[src/rtl/sim_ctrl_pkg.sv]
// sim_ctrl_pkg: shared run-controller state encoding, default pass code and retire popcount
package sim_ctrl_pkg;

    typedef enum logic [1:0] {IDLE, RESET_HOLD, RUN, DONE} state_t;

    localparam logic [31:0] DEFAULT_PASS_CODE = 32'd1;

    // Counts set bits of up to eight per-hart retire strobes (callers zero-extend).
    function automatic logic [3:0] popcount(input logic [7:0] v);
        popcount = '0;
        for (int i = 0; i < 8; i++) popcount = popcount + {3'b000, v[i]};
    endfunction

endpackage

[src/rtl/hart_halt_latch.sv]
// hart_halt_latch: captures the first halt code of one hart during RUN and flags whether it is the pass code
module hart_halt_latch
    import sim_ctrl_pkg::*;
#(
    parameter int                 CODE_W    = 32,
    parameter logic [CODE_W-1:0]  PASS_CODE = CODE_W'(DEFAULT_PASS_CODE)
) (
    input  logic              clock,
    input  logic              reset,
    input  logic              clear,
    input  logic              enable,
    input  logic              halt_valid,
    input  logic [CODE_W-1:0] halt_code,
    output logic              latched,
    output logic              latched_nxt,
    output logic              code_ok_nxt
);

    logic [CODE_W-1:0] code;
    logic [CODE_W-1:0] code_nxt;
    logic              take;

    // Only the first halt of a run is taken; the look-ahead view lets the top decide completion this cycle.
    always_comb begin
        take        = enable && halt_valid && !latched;
        latched_nxt = latched || take;
        code_nxt    = take ? halt_code : code;
        code_ok_nxt = code_nxt == PASS_CODE;
    end

    // Mask bit and code register, wiped on reset or at the start of a new run.
    always_ff @(posedge clock) begin
        if (reset || clear) begin
            latched <= 1'b0;
            code    <= '0;
        end else if (take) begin
            latched <= 1'b1;
            code    <= halt_code;
        end
    end

endmodule

[src/rtl/sim_run_controller.sv]
// sim_run_controller: reset sequencing, bounded run, cycle/instret counting and multi-hart pass/fail/timeout; optional RUN_WATCHDOG_EN adds a no-retire hang detector
module sim_run_controller
    import sim_ctrl_pkg::*;
#(
    parameter int                 NUM_HARTS    = 1,
    parameter int                 RESET_CYCLES = 2,
    parameter int                 MAX_CYCLES   = 20,
    parameter int                 CNT_W        = 32,
    parameter int                 CODE_W       = 32,
    parameter logic [CODE_W-1:0]  PASS_CODE    = CODE_W'(DEFAULT_PASS_CODE),
    parameter int                 WDOG_CYCLES  = 16
) (
    input  logic                        clock,
    input  logic                        reset,
    input  logic                        start,
    output logic                        core_reset,
    input  logic [NUM_HARTS-1:0]        retire_valid,
    input  logic [NUM_HARTS-1:0]        halt_valid,
    input  logic [NUM_HARTS*CODE_W-1:0] halt_code,
    output logic                        running,
    output logic                        done,
    output logic                        pass,
    output logic                        timeout,
    output logic                        hang,
    output logic [CNT_W-1:0]            cycle_count,
    output logic [CNT_W-1:0]            instret,
    output logic [NUM_HARTS-1:0]        halted_mask
);

    localparam int HW = $clog2(RESET_CYCLES + 1);

    state_t              state;
    state_t              state_nxt;
    logic [HW-1:0]       hold_cnt;
    logic [NUM_HARTS-1:0] mask_nxt;
    logic [NUM_HARTS-1:0] ok_nxt;
    logic                in_run;
    logic                go;
    logic                complete;
    logic                timed_out;
    logic                hung;
    logic                finish;
    logic [CNT_W:0]      cyc_sum;
    logic [CNT_W:0]      ret_sum;

`ifdef RUN_WATCHDOG_EN
    localparam int WW = $clog2(WDOG_CYCLES + 1);
    logic [WW-1:0] wdog_cnt;
    logic          hang_q;
`endif

    genvar h;
    generate
        for (h = 0; h < NUM_HARTS; h++) begin : g_hart
            hart_halt_latch #(
                .CODE_W    (CODE_W),
                .PASS_CODE (PASS_CODE)
            ) u_latch (
                .clock       (clock),
                .reset       (reset),
                .clear       (go),
                .enable      (in_run),
                .halt_valid  (halt_valid[h]),
                .halt_code   (halt_code[h*CODE_W +: CODE_W]),
                .latched     (halted_mask[h]),
                .latched_nxt (mask_nxt[h]),
                .code_ok_nxt (ok_nxt[h])
            );
        end
    endgenerate

    // Run events and saturating counter sums; completion outranks hang, which outranks timeout.
    always_comb begin
        in_run    = state == RUN;
        go        = start && (state == IDLE || state == DONE);
        complete  = in_run && &mask_nxt;
        timed_out = in_run && cycle_count == CNT_W'(MAX_CYCLES - 1);
`ifdef RUN_WATCHDOG_EN
        hung      = in_run && retire_valid == '0 && wdog_cnt == WW'(WDOG_CYCLES - 1);
`else
        hung      = 1'b0;
`endif
        finish    = complete || hung || timed_out;
        cyc_sum   = {1'b0, cycle_count} + (CNT_W+1)'(1);
        ret_sum   = {1'b0, instret} + (CNT_W+1)'(popcount(8'(retire_valid)));
    end

    // State register.
    always_ff @(posedge clock) begin
        if (reset) state <= IDLE;
        else       state <= state_nxt;
    end

    // Next-state logic.
    always_comb begin
        state_nxt = state;
        case (state)
            IDLE:       state_nxt = start ? RESET_HOLD : IDLE;
            RESET_HOLD: state_nxt = hold_cnt == HW'(RESET_CYCLES - 1) ? RUN : RESET_HOLD;
            RUN:        state_nxt = finish ? DONE : RUN;
            DONE:       state_nxt = start ? RESET_HOLD : DONE;
            default:    state_nxt = IDLE;
        endcase
    end

    // Decoded FSM outputs.
    always_comb begin
        core_reset = state != RUN;
        running    = state == RUN;
        done       = state == DONE;
    end

    // Hold counter, RUN counters and final status; all cleared on reset or a new run, frozen in DONE.
    always_ff @(posedge clock) begin
        if (reset || go) begin
            hold_cnt    <= '0;
            cycle_count <= '0;
            instret     <= '0;
            pass        <= 1'b0;
            timeout     <= 1'b0;
`ifdef RUN_WATCHDOG_EN
            wdog_cnt    <= '0;
            hang_q      <= 1'b0;
`endif
        end else begin
            if (state == RESET_HOLD) hold_cnt <= hold_cnt + HW'(1);
            if (in_run) begin
                cycle_count <= cyc_sum[CNT_W] ? '1 : cyc_sum[CNT_W-1:0];
                instret     <= ret_sum[CNT_W] ? '1 : ret_sum[CNT_W-1:0];
`ifdef RUN_WATCHDOG_EN
                wdog_cnt    <= |retire_valid ? '0 : wdog_cnt + WW'(1);
`endif
                if (finish) begin
                    pass    <= complete && &ok_nxt;
                    timeout <= !complete && !hung && timed_out;
`ifdef RUN_WATCHDOG_EN
                    hang_q  <= !complete && hung;
`endif
                end
            end
        end
    end

`ifdef RUN_WATCHDOG_EN
    assign hang = hang_q;
`else
    assign hang = 1'b0;
`endif

endmodule

[config.mk]
export PLATFORM = sky130hd
export DESIGN_NAME = sim_run_controller
export DESIGN_NICKNAME = d
export VERILOG_FILES = /design/src/rtl/sim_ctrl_pkg.sv /design/src/rtl/hart_halt_latch.sv /design/src/rtl/sim_run_controller.sv
export SDC_FILE = /design/constraint.sdc
export NUM_CORES = 1
export LEC_CHECK = 0
export ABC_CLOCK_PERIOD_IN_PS = 5900
export CORE_ASPECT_RATIO = 0.9
export CORE_MARGIN = 5
export CORE_UTILIZATION = 28
export DETAILED_ROUTE_END_ITERATION = 12
export DONT_BUFFER_PORTS = 1
export REMOVE_ABC_BUFFERS = 1
export SLEW_MARGIN = 20
export SYNTH_ARGS = -nofsm -noshare
export SYNTH_HDL_FRONTEND = slang
export SYNTH_SLANG_ARGS = --single-unit
export TNS_END_PERCENT = 100
[constraint.sdc]
create_clock -name clock -period 5.9 [get_ports clock]
set_input_delay 0.885 -clock clock [delete_from_list [all_inputs] [get_ports clock]]
set_output_delay 0.885 -clock clock [all_outputs]
set_load 0.1 [all_outputs]
== Yosys cells after proc, flatten, opt, wreduce, memory -nomap -nowiden ==
Cells that the tools add are included.

* Bits in registers: 103
* Bits in latches: 0
* RAM bits: 0
* Memory bits (read-only): 0
* Input port bits: 37
* Output and inout bits: 71
* Logic and storage cells: 41
* Memories kept: 0

* Add/sub/neg operators: 3
* Multiply operators: 0
* Div/mod/pow operators: 0
* Magnitude comparators: 0
* Eq/ne operators: 7
* Shifts and indexed selects: 0
* Mux-type cells: 8
* Bitwise gates (word level): 0
* Reduce and logical (&&, ||, !) cells: 15

{| class="wikitable"
|+ Operator list
! operator !! count
|-
| 2-to-1 mux 32 bit || 3
|-
| adder 32 x 1 -> 33 bit || 1
|-
| adder 32 x 1 -> 33 bit, second input constant || 1
|-
| equality test 32 x 1 -> 1 bit, second input constant || 1
|-
| equality test 32 x 5 -> 1 bit, second input constant || 1
|-
| case mux 2 bit (4 select lines) || 1
|-
| logical AND 1 bit || 7
|-
| equality test 2 x 1 -> 1 bit, second input constant || 2
|-
| equality test 2 bit, second input constant || 2
|-
| logical OR 1 bit || 4
|-
| 2-to-1 mux 2 bit || 2
|-
| adder 2 x 1 -> 2 bit, second input constant || 1
|-
| logical NOT 1 bit || 2
|-
| logical NOT 2 bit || 1
|-
| 2-to-1 mux 1 bit || 2
|-
| != test 2 bit, second input constant || 1
|-
| AND reduction 2 bit || 1
|}

== Logic depth before layout (Yosys ltp) ==
Gate-level depths: netlist of the first run.

* Depth after elaboration: 8
* Depth in mapped cells: 11
* Depth with buffers taken out: 7

== Hierarchy ==
From an unflattened synthesis of the first run, not the netlist that was laid out.

* Cell total of the unflattened synthesis: 555
* Area total of the unflattened synthesis: 4789.6 um2

{| class="wikitable"
|+ By module, submodules not included
! module !! times used !! cells an instance !! area an instance (um2) !! seq. area each (um2)
|-
| sim_run_controller || 1 || 386 || 3454.6 || 1401.3
|-
| hart_halt_latch || 1 || 169 || 1335.0 || 660.6
|}

== Worst setup path before layout of the first run ==
No wires, ideal clock.

* Path kind: reg-to-output
* Start: reg state[0]
* End: out core_reset
* Data arrival time: 2.186 ns
* Required time: 5.015 ns
* Setup slack: 2.829 ns
* Cell stages (with the launch flop): 6
* Path buffers: 2
* Cells stage by stage: dfxtp_1 > inv_1 > ha_1 > buf_6 > clkbuf_1 > inv_1

* Longest elaborated chain between the ends: 1

{| class="wikitable"
|+ Ends and longest elaborated chain
! element !! line !! source
|-
| start, declared || sim_run_controller.sv:32 || <nowiki>state_t state;</nowiki>
|-
| start signal, assigned || sim_run_controller.sv:91 || <nowiki>else state <= state_nxt;</nowiki>
|-
| != test 2 bit || sim_run_controller.sv:108 || <nowiki>core_reset = state != RUN;</nowiki>
|-
| end, declared || sim_run_controller.sv:16 || <nowiki>output logic core_reset,</nowiki>
|}

No other way between the ends.

== Worst setup path in the final report of the first run ==
* Start: reg instret[0]
* End: reg instret[5]

* Longest elaborated chain between the ends: 2

{| class="wikitable"
|+ Ends and longest elaborated chain
! element !! line !! source
|-
| start, declared || sim_run_controller.sv:26 || <nowiki>output logic [CNT_W-1:0] instret,</nowiki>
|-
| start signal, assigned || sim_run_controller.sv:129 || <nowiki>instret <= ret_sum[CNT_W] ? '1 : ret_sum[CNT_W-1:0];</nowiki>
|-
| adder 32 x 1 -> 33 bit || sim_run_controller.sv:85 || <nowiki>ret_sum = {1'b0, instret} + (CNT_W+1)'(popcount(8'(retire_valid)));</nowiki>
|-
| 2-to-1 mux 32 bit || sim_run_controller.sv:129 ||
|}

No other way between the ends.
A chain may end at the register's enable or synchronous reset.

==> out/metrics.cfg, run 1 <==
[outcome]
outcome = finished clean

[sta]
rsz0062_at_grt = no
post-route-period-util = 0.5699
finClkSkew_ns = 0.01005
final_hold_viol_count = 0
worst_pin_slew_ns = 1.159
fin_tns_setup_ns = 0
drv_slew = 0
clock.fmax_ghz = 0.2974
max_slew_margin = 0.2261
fin_ws_ns = 2.537
fin_hold_ws_ns = 0.4539
min_period_ns = 3.363
setup_viol = 0

[global_route]
grt_pass1_wl_um = 19620
track_usage = 0.1207
grt_max_degree = 61
grt-ovfl-total = 0
antenna_found_initial = 0
grt_pass1_vias = 3761

[power]
report.power.total_mw = 1.324
p_int_mw = 1.033
power_frac_comb = 0.028
power_density_nw_per_um2 = 250.6
vdd_drop_max_mv = 0.1892
leakage_nw = 1.703
p_sw_mw = 0.2914
power_frac_clock = 0.445
switching_share = 0.2201
p_seq_frac = 0.527

[synthesis]
synthTopCellsByArea = dfxtp_1 43%, a21oi_1 7.2%, xor2_1 6.7%
synth_warnings = 0
synth_area_per_cell_um2 = 8.786
yosysTopAreaCellShare = 0.4291
netlist_area_um2 = 4806
ys_async_sr_fraction = 0
synth_edf_count = 0
synth_cells = 547
synth_ff_type = dfxtp_1
synth_largest_area_cell = dfxtp_1
yosysUniqueCellTypes = 54
synth_seq_cells = 103
synth.yosys.seq_area_share = 0.4291

[clock_tree]
post_cts_buffers = 0
cts-buffers-inserted = 9
clk-insertion-delay-late_ns = 0.35
cts_tree = built
cts_num_sinks = 103
clockBufferDepth = 2
h-tree-depth = 3
cts_root_buffer = clkbuf_16
cts_resized = 0
cts_hold_buf = 0
clkTransAtPathRegs_ns = 0.07

[finish]
finalInstanceArea_um2 = 5283
multi_input_area_um2 = 2536
n_antenna_cell = 0
final_cells = 752
layout_common_cells = 103 x dfxtp_1, 85 x nand2_1, 69 x a21oi_1, 37 x xor2_1, 27 x nand4_1
utilization = 0.3127
layout_commonest_cell = dfxtp_1
drive_gt1_frac = 0.1109
seq_area_um2 = 2062
nFillCells = 1762
nets = 582
syn_to_final_growth_pct = 9.919

[route]
routed_wl_um = 11980
drc = 0
antenna_left = 0
vias = 3929
detail_route.vias_per_cell = 5.225
drt-initial-drc-count = 195
wl_per_cell_um = 15.93
drt-pass1-iter-count = 4

[setup_path]
rr_startpoint = instret[0]
setup.worst_path.class = flip-flop to flip-flop
max_stage_delay_ns = 1.01
cpMostUsedCell = ha_1
slowest_stage = dfxtp_1
regToRegSetupSlack_ns = 2.54
end_kind = flip-flop
cp.required_ns = 6.16
reg2reg_to = instret[5]
crit_fanout = 24
r2r_cells = 7
start_kind = flip-flop
cp.arrival_ns = 3.62
path_cells = ha_1 -> ha_1 -> nand3_1 -> nor4_4 -> and2_0 -> nand2_2 -> a21oi_1

[floorplan]
die_x_um = 148.1
initial_core_util = 0.2845
fp-row-count = 45
dieArea_um2 = 19890
coreArea_um2 = 16890
die_y_um = 134.3
design.portCount = 108

[placement]
dp_hpwl_um = 8779
port-buffer-count = 0
place_congestion = 0.7761
dpl_cell_area_um2 = 4994
post-place-ws_ns = 2.572
dp_cells = 737

[min_path]
min_from = g_hart[0].u_latch.code[11]
hold_depth = 2
min_path_type = flip-flop to flip-flop
holdPathEnd = g_hart[0].u_latch.code[11]

[flow_run]
drv_cap = 0

[how the worst max path moves through the flow]
stage | slack [ns] | endpoint | cells after the start | from
3_3_place_gp | 2.74 | instret[27] | 7 | instret[0]
6_report | 2.54 | instret[5] | 7 | instret[0]
3_5_place_dp | 2.57 | instret[11] | 7 | instret[0]
2_1_floorplan | 2.37 | instret[29] | 7 | state[0]
4_1_cts | 2.55 | instret[5] | 7 | instret[0]
5_1_grt | 2.25 | instret[5] | 7 | instret[0]
[per-layer routing]
layer | share of wire | track usage | wire length [um] | up-vias
li1 | - | - | - | 1934
met1 | 0.44 | 0.1513 | 5302 | 1888
met2 | 0.46 | 0.1917 | 5488 | 94
met3 | 0.085 | 0.05034 | 1023 | 13
met4 | 0.014 | 0.03284 | 163 | 0
met5 | 0 | 0 | 0 | -
[synthesized netlist by cell type, types with 8 or more instances]
library cell  instances
nor4_1               19
and3_1               11
and4_1                8
xnor2_1              13
nor2_1               14
xor2_1               37
dfxtp_1             103
nand2_1              85
clkbuf_1             20
a21oi_2              18
nand4_1              27
nand3_1              23
ha_1                  8
a21oi_1              69
inv_1                 9
[state kept, by name (all words and copies together) (netlist names)]
name / flops
cycle_count: 32
g_hart.u_latch.code: 32
g_hart.u_latch.latched: 1
hold_cnt: 2
instret: 32
pass: 1
state: 2
timeout: 1
[cell families (layout without fill, tap and decap cells)]
logic type / count (synthesis) / in the layout / synth area share
xor+xnor: 50 / 50 / 0.09112
other cells: 1 / 1 / 0.0007803
fa+ha+maj: 8 / 8 / 0.02083
mux: 3 / 3 / 0.006249
buf+inv: 43 / 37 / 0.04530
compound gates: 117 / 117 / 0.1580
simple gates: 222 / 222 / 0.2486
flops: 103 / 103 / 0.4291
[final cells by class]
class                      instances  share of cell area
tap                              211             0.04998
clock buffer                      10             0.04334
inverter                           9            0.006395
timing repair buffer              13             0.01847
sequential                       103              0.3903
clock inverter                     5             0.01137
multi-input combinational        401              0.4801
[critical path, delay by kind of cell (launching register included)]
| kind | cells | cell delay (ns) |
|---|---|---|
| simple gates | 4 | 1.49 |
| flops | 1 | 1.01 |
| fa+ha+maj | 2 | 0.52 |
| compound gates | 1 | 0.25 |
[power by group through the flow]
stage          sequential (mW)  combinational [mW]  clock, mW
3_5_place_dp             0.714              0.0377          0
2_1_floorplan            0.714              0.0274          0
6_report                 0.698              0.0370      0.589
4_1_cts                  0.698              0.0378      0.615
3_3_place_gp             0.714              0.0360          0
5_1_grt                  0.698              0.0413      0.639
Power figures use the tool's default switching activity.
==> inputs of run 2 (changes only) <==
- ABC_CLOCK_PERIOD_IN_PS: 5900 -> 2790
- clock period: 5.9 -> 2.79 ns (I/O delays scaled with it)
==> out/metrics.cfg, run 2 (synthesis gave the netlist of run 1 again) <==
[finish]
seq_area_um2 = 2062  ; unchanged
drive_gt1_frac = 0.2063  ; +0.09536
reg_top3 = cycle_count x32, g_hart.u_latch.code x32, instret x32
n_antenna_cell = 0  ; unchanged
syn_to_final_growth_pct = 20.26
nFillCells = 1719  ; -2.4%
final_cells = 817  ; +8.6%
multi_input_area_um2 = 2536  ; unchanged
layout_commonest_cell = dfxtp_1
layout_common_cells = 103 x dfxtp_1, 85 x nand2_1, 78 x buf_4, 69 x a21oi_1, 37 x xor2_1
nets = 648  ; +11%

[floorplan]
initial_core_util = 0.2845  ; unchanged
dieArea_um2 = 19890  ; unchanged
coreArea_um2 = 16890  ; unchanged
die_y_um = 134.3  ; unchanged
design.portCount = 108  ; unchanged
die_x_um = 148.1  ; unchanged
fp-row-count = 45  ; unchanged

[setup_path]
max_stage_delay_ns = 0.37  ; -0.64 ns
end_kind = flip-flop
critPathTopFamily = simple AND/OR/NAND/NOR gates
crit_fanout = 24  ; unchanged
rr_startpoint = state[0]
cp.arrival_ns = 2.73  ; -0.89 ns
regToRegSetupSlack_ns = 0.32  ; -2.22 ns
setup.worst_path.class = flip-flop to flip-flop
start_kind = flip-flop
path_cells = inv_1 -> ha_2 -> nand3_1 -> nor4_4 -> and2_0 -> nand2_2 -> a21oi_1
reg2reg_to = instret[19]
slowest_stage = ha_2
cp-endpoint = instret[19]
cp.depth = 7  ; unchanged
cp.required_ns = 3.06  ; -3.10 ns
cp-startpoint = state[0]
r2r_cells = 7  ; unchanged
cp_num_buf_inv = 1  ; +1

[placement]
dp_hpwl_um = 9842  ; +12%
port-buffer-count = 0  ; unchanged
dp_cells = 803  ; +9.0%
place_congestion = 0.7972  ; +2.7%

[sta]
final_hold_viol_count = 0  ; unchanged
min_period_ns = 2.468  ; -0.8945 ns
worst_pin_slew_ns = 1.047  ; -0.1120 ns
fin_tns_setup_ns = 0  ; unchanged
clock.fmax_ghz = 0.4052  ; +36%
setup_viol = 0  ; unchanged
post-route-period-util = 0.8847  ; +0.3147
drv_slew = 0  ; unchanged
rsz0062_at_grt = no
max_slew_margin = 0.3009  ; +0.07475
finClkSkew_ns = 0.01081  ; +0.0007681 ns

[power]
power_density_nw_per_um2 = 482.0  ; +92%
vdd_drop_max_mv = 0.2850  ; +51%
switching_share = 0.2174  ; -0.002662
power_frac_clock = 0.440  ; -0.005
leakage_nw = 2.066  ; +21%
power_frac_comb = 0.030  ; +0.002
p_sw_mw = 0.6057  ; +110%
p_int_mw = 2.180  ; +110%
p_seq_frac = 0.530  ; +0.003

[clock_tree]
clockBufferDepth = 2  ; unchanged
cts_num_sinks = 103  ; unchanged
cts_tree = built
clkTransAtPathRegs_ns = 0.07  ; about the same
cts_resized = 0  ; unchanged
clk-insertion-delay-late_ns = 0.35  ; about the same
post_cts_buffers = 0  ; unchanged
cts_root_buffer = clkbuf_16
cts-buffers-inserted = 9  ; unchanged
cts_hold_buf = 0  ; unchanged
h-tree-depth = 3  ; unchanged

[route]
wl_per_cell_um = 16.09  ; +1.1%
drt-pass1-iter-count = 4  ; unchanged
drc = 0  ; unchanged
drt-initial-drc-count = 219  ; +12%
vias = 4220  ; +7.4%
routed_wl_um = 13150  ; +9.8%
antenna_left = 0  ; unchanged
detail_route.vias_per_cell = 5.165  ; -1.1%

[global_route]
grt_max_degree = 40  ; -34%
grt-ovfl-total = 0  ; unchanged
grt_pass1_wl_um = 21070  ; +7.3%
track_usage = 0.1304  ; +0.009716
antenna_found_initial = 0  ; unchanged
grt_pass1_vias = 4126  ; +9.7%

[outcome]
outcome = finished clean

[flow_run]
drv_cap = 0  ; unchanged

[min_path]
min_path_type = input pin to flip-flop

==> run 2: stage by stage <==
step	hold WS, ns	cell area, um^2	util	total power, mW	worst slack [ns]
2_1_floorplan	0.4308	4622	-	1.568	-0.7406
3_5_place_dp	0.4483	5502	0.3257	1.595	0.3447
3_3_place_gp	0.4403	5502	0.3257	1.593	0.5321
6_report	0.1274	5779	0.3421	2.786	0.3218
5_1_grt	0.1013	5779	0.3421	2.902	0.1472
4_1_cts	0.1059	5779	0.3421	2.829	0.3224
==> run 2: cell type report <==
| type | instances | share of cell area |
|---|---|---|
| timing repair buffer | 79 | 0.1048 |
| tap | 211 | 0.04568 |
| inverter | 9 | 0.005845 |
| sequential | 103 | 0.3568 |
| multi-input combinational | 401 | 0.4388 |
| clock buffer | 10 | 0.03962 |
| clock inverter | 4 | 0.008443 |
==> run 2: power by group through the flow <==
stage | logic (mW) | clock network, mW | registers, mW
floorplan | 0.0579 | 0 | 1.51
global route | 0.0922 | 1.33 | 1.48
CTS | 0.0850 | 1.27 | 1.48
global placement | 0.0831 | 0 | 1.51
detailed placement | 0.0846 | 0 | 1.51
finish | 0.0835 | 1.23 | 1.48
==> run 2: per-layer routing <==
| metal | global-route usage | vias to the layer above | part of all wire | wire length, um |
|---|---|---|---|---|
| li1 | - | 2071 | - | - |
| met1 | 0.1525 | 2015 | 0.42 | 5458 |
| met2 | 0.2148 | 122 | 0.47 | 6188 |
| met3 | 0.06622 | 12 | 0.10 | 1325 |
| met4 | 0.02925 | 0 | 0.013 | 176 |
| met5 | 0 | - | 0 | 0 |
==> run 2: worst min-delay path by stage <==
| stage | cells after the start | slack (ns) | from | endpoint |
|---|---|---|---|---|
| after global placement | 2 | 0.44 | g_hart[0].u_latch.code[11] | g_hart[0].u_latch.code[11] |
| final | 1 | 0.13 | reset | state[0] |
| after detailed placement | 2 | 0.45 | g_hart[0].u_latch.code[23] | g_hart[0].u_latch.code[23] |
| after floorplan | 2 | 0.43 | g_hart[0].u_latch.code[11] | g_hart[0].u_latch.code[11] |
| after CTS | 1 | 0.11 | reset | state[0] |
| after global routing | 1 | 0.10 | reset | state[0] |
==> inputs of run 3 (changes only) <==
- RECOVER_POWER: not set -> 50
==> out/metrics.cfg, run 3 (synthesis gave the netlist of run 1 again) <==
[clock_tree]
post_cts_buffers = 0  ; unchanged
cts_hold_buf = 0  ; unchanged
cts_tree = built
cts_num_sinks = 103  ; unchanged
cts_resized = 0  ; unchanged
clkTransAtPathRegs_ns = 0.07  ; about the same
clockBufferDepth = 2  ; unchanged
clk-insertion-delay-late_ns = 0.35  ; about the same
cts-buffers-inserted = 9  ; unchanged
cts_root_buffer = clkbuf_16
h-tree-depth = 3  ; unchanged

[power]
leakage_nw = 1.817  ; -12%
vdd_drop_max_mv = 0.2839  ; -0.39%
report.power.total_mw = 2.784  ; about the same
power_density_nw_per_um2 = 501.4  ; +4.0%

[route]
drc = 0  ; unchanged
antenna_left = 0  ; unchanged
wl_per_cell_um = 16.10  ; about the same
drt-pass1-iter-count = 4  ; unchanged
drt-initial-drc-count = 261  ; +19%
vias = 4202  ; -0.43%
detail_route.vias_per_cell = 5.143  ; -0.43%
routed_wl_um = 13150  ; about the same

[setup_path]
slowest_stage = clkbuf_1
max_stage_delay_ns = 0.98  ; +0.61 ns
setup.worst_path.class = flip-flop to output port
critPathTopFamily = buffers and inverters
r2r_cells = 6  ; -1
cp.depth = 3  ; -4
cp.arrival_ns = 2.13  ; -0.60 ns
cp.required_ns = 2.37  ; -0.69 ns
end_kind = output port
start_kind = flip-flop
cp_num_buf_inv = 2  ; +1
path_cells = inv_1 -> ha_2 -> clkbuf_1
crit_fanout = 15  ; -38%

[sta]
finClkSkew_ns = 0.01048  ; -0.0003373 ns
final_hold_viol_count = 0  ; unchanged
drv_slew = 0  ; unchanged
max_slew_margin = 0.05238  ; -0.2485
worst_pin_slew_ns = 1.421  ; +0.3741 ns
rsz0062_at_grt = no
clock.fmax_ghz = 0.3925  ; -3.1%
setup_viol = 0  ; unchanged
post-route-period-util = 0.9133  ; +0.02863
min_period_ns = 2.548  ; +0.07987 ns

[finish]
seq_area_um2 = 2062  ; unchanged
nets = 648  ; unchanged
layout_common_cells = 103 x dfxtp_1, 85 x nand2_1, 69 x a21oi_1, 59 x clkbuf_1, 37 x xor2_1
drive_gt1_frac = 0.1106  ; -0.09571
n_antenna_cell = 0  ; unchanged
syn_to_final_growth_pct = 15.54
reg_top3 = cycle_count x32, g_hart.u_latch.code x32, instret x32
utilization = 0.3287  ; -0.01341
final_cells = 817  ; unchanged
multi_input_area_um2 = 2530  ; -0.25%
nFillCells = 1777  ; +3.4%
layout_commonest_cell = dfxtp_1

[floorplan]
dieArea_um2 = 19890  ; unchanged
die_x_um = 148.1  ; unchanged
fp-row-count = 45  ; unchanged
coreArea_um2 = 16890  ; unchanged
design.portCount = 108  ; unchanged
initial_core_util = 0.2845  ; unchanged
die_y_um = 134.3  ; unchanged

[flow_run]
drv_cap = 0  ; unchanged

[min_path]
min_path_type = input pin to flip-flop
hold_depth = 1  ; unchanged

[placement]
dp_hpwl_um = 9842  ; unchanged
place_congestion = 0.7972  ; unchanged
dp_cells = 803  ; unchanged
port-buffer-count = 0  ; unchanged

[global_route]
grt-ovfl-total = 0  ; unchanged
antenna_found_initial = 0  ; unchanged
grt_pass1_wl_um = 21070  ; unchanged
grt_pass1_vias = 4126  ; unchanged
grt_max_degree = 40  ; unchanged
track_usage = 0.1304  ; unchanged

[outcome]
outcome = finished clean

run 3: changes by cell type in the layout (fill, tap and decap cells not counted), sizes merged:
cell    change
buf        -59
clkbuf     +59
run 3: area by class of cell:
type	instances	share of cell area
clock inverters	4	0.008788
well taps	211	0.04754
repair buffers	79	0.06940
flip-flops and latches	103	0.3713
inverters	9	0.006084
clock buffers	10	0.04123
multi-input cells	401	0.4556
run 3: worst paths after layout:
path	end	from	slack, ns
worst min register to register	g_hart[0].u_latch.code[11]	g_hart[0].u_latch.code[11]	0.46
worst max register to register	pass	g_hart[0].u_latch.latched	0.26
worst min-delay path	state[0]	reset	0.13
worst max-delay path	running	state[0]	0.24
run 3: per-layer routing:
| metal | GRT usage | wire length (um) |
|---|---|---|
| met5 | 0 | 0 |
| met4 | 0.02925 | 213 |
| met3 | 0.06622 | 1219 |
| met2 | 0.2148 | 6066 |
| met1 | 0.1525 | 5651 |
run 3: stage by stage:
stage	hold slack, ns	setup TNS (ns)	setup WS, ns	cell area [um^2]
2_1_floorplan	0.4308	-31.78	-0.7406	4622
3_3_place_gp	0.4403	0	0.5321	5502
3_5_place_dp	0.4483	0	0.3447	5502
4_1_cts	0.1059	0	0.3224	5779
5_1_grt	0.1013	0	0.1057	5553
6_report	0.1273	0	0.2419	5553
run 3: worst register-to-register path: stages (launching register included):
cell and delay [ns]:
dfxtp_1 0.32, clkbuf_1 1.01, and3b_1 0.32, nor4_1 0.18, o221ai_1 0.20, a221o_1 0.31
a21oi_1 0.13
run 3: power breakdown:
| group | internal [mW] | leakage (nW) | switching (mW) |
|---|---|---|---|
| combinational | 0.0203 | 0.849 | 0.0615 |
| sequential | 1.47 | 0.830 | 0.00278 |
| clock | 0.685 | 0.138 | 0.541 |
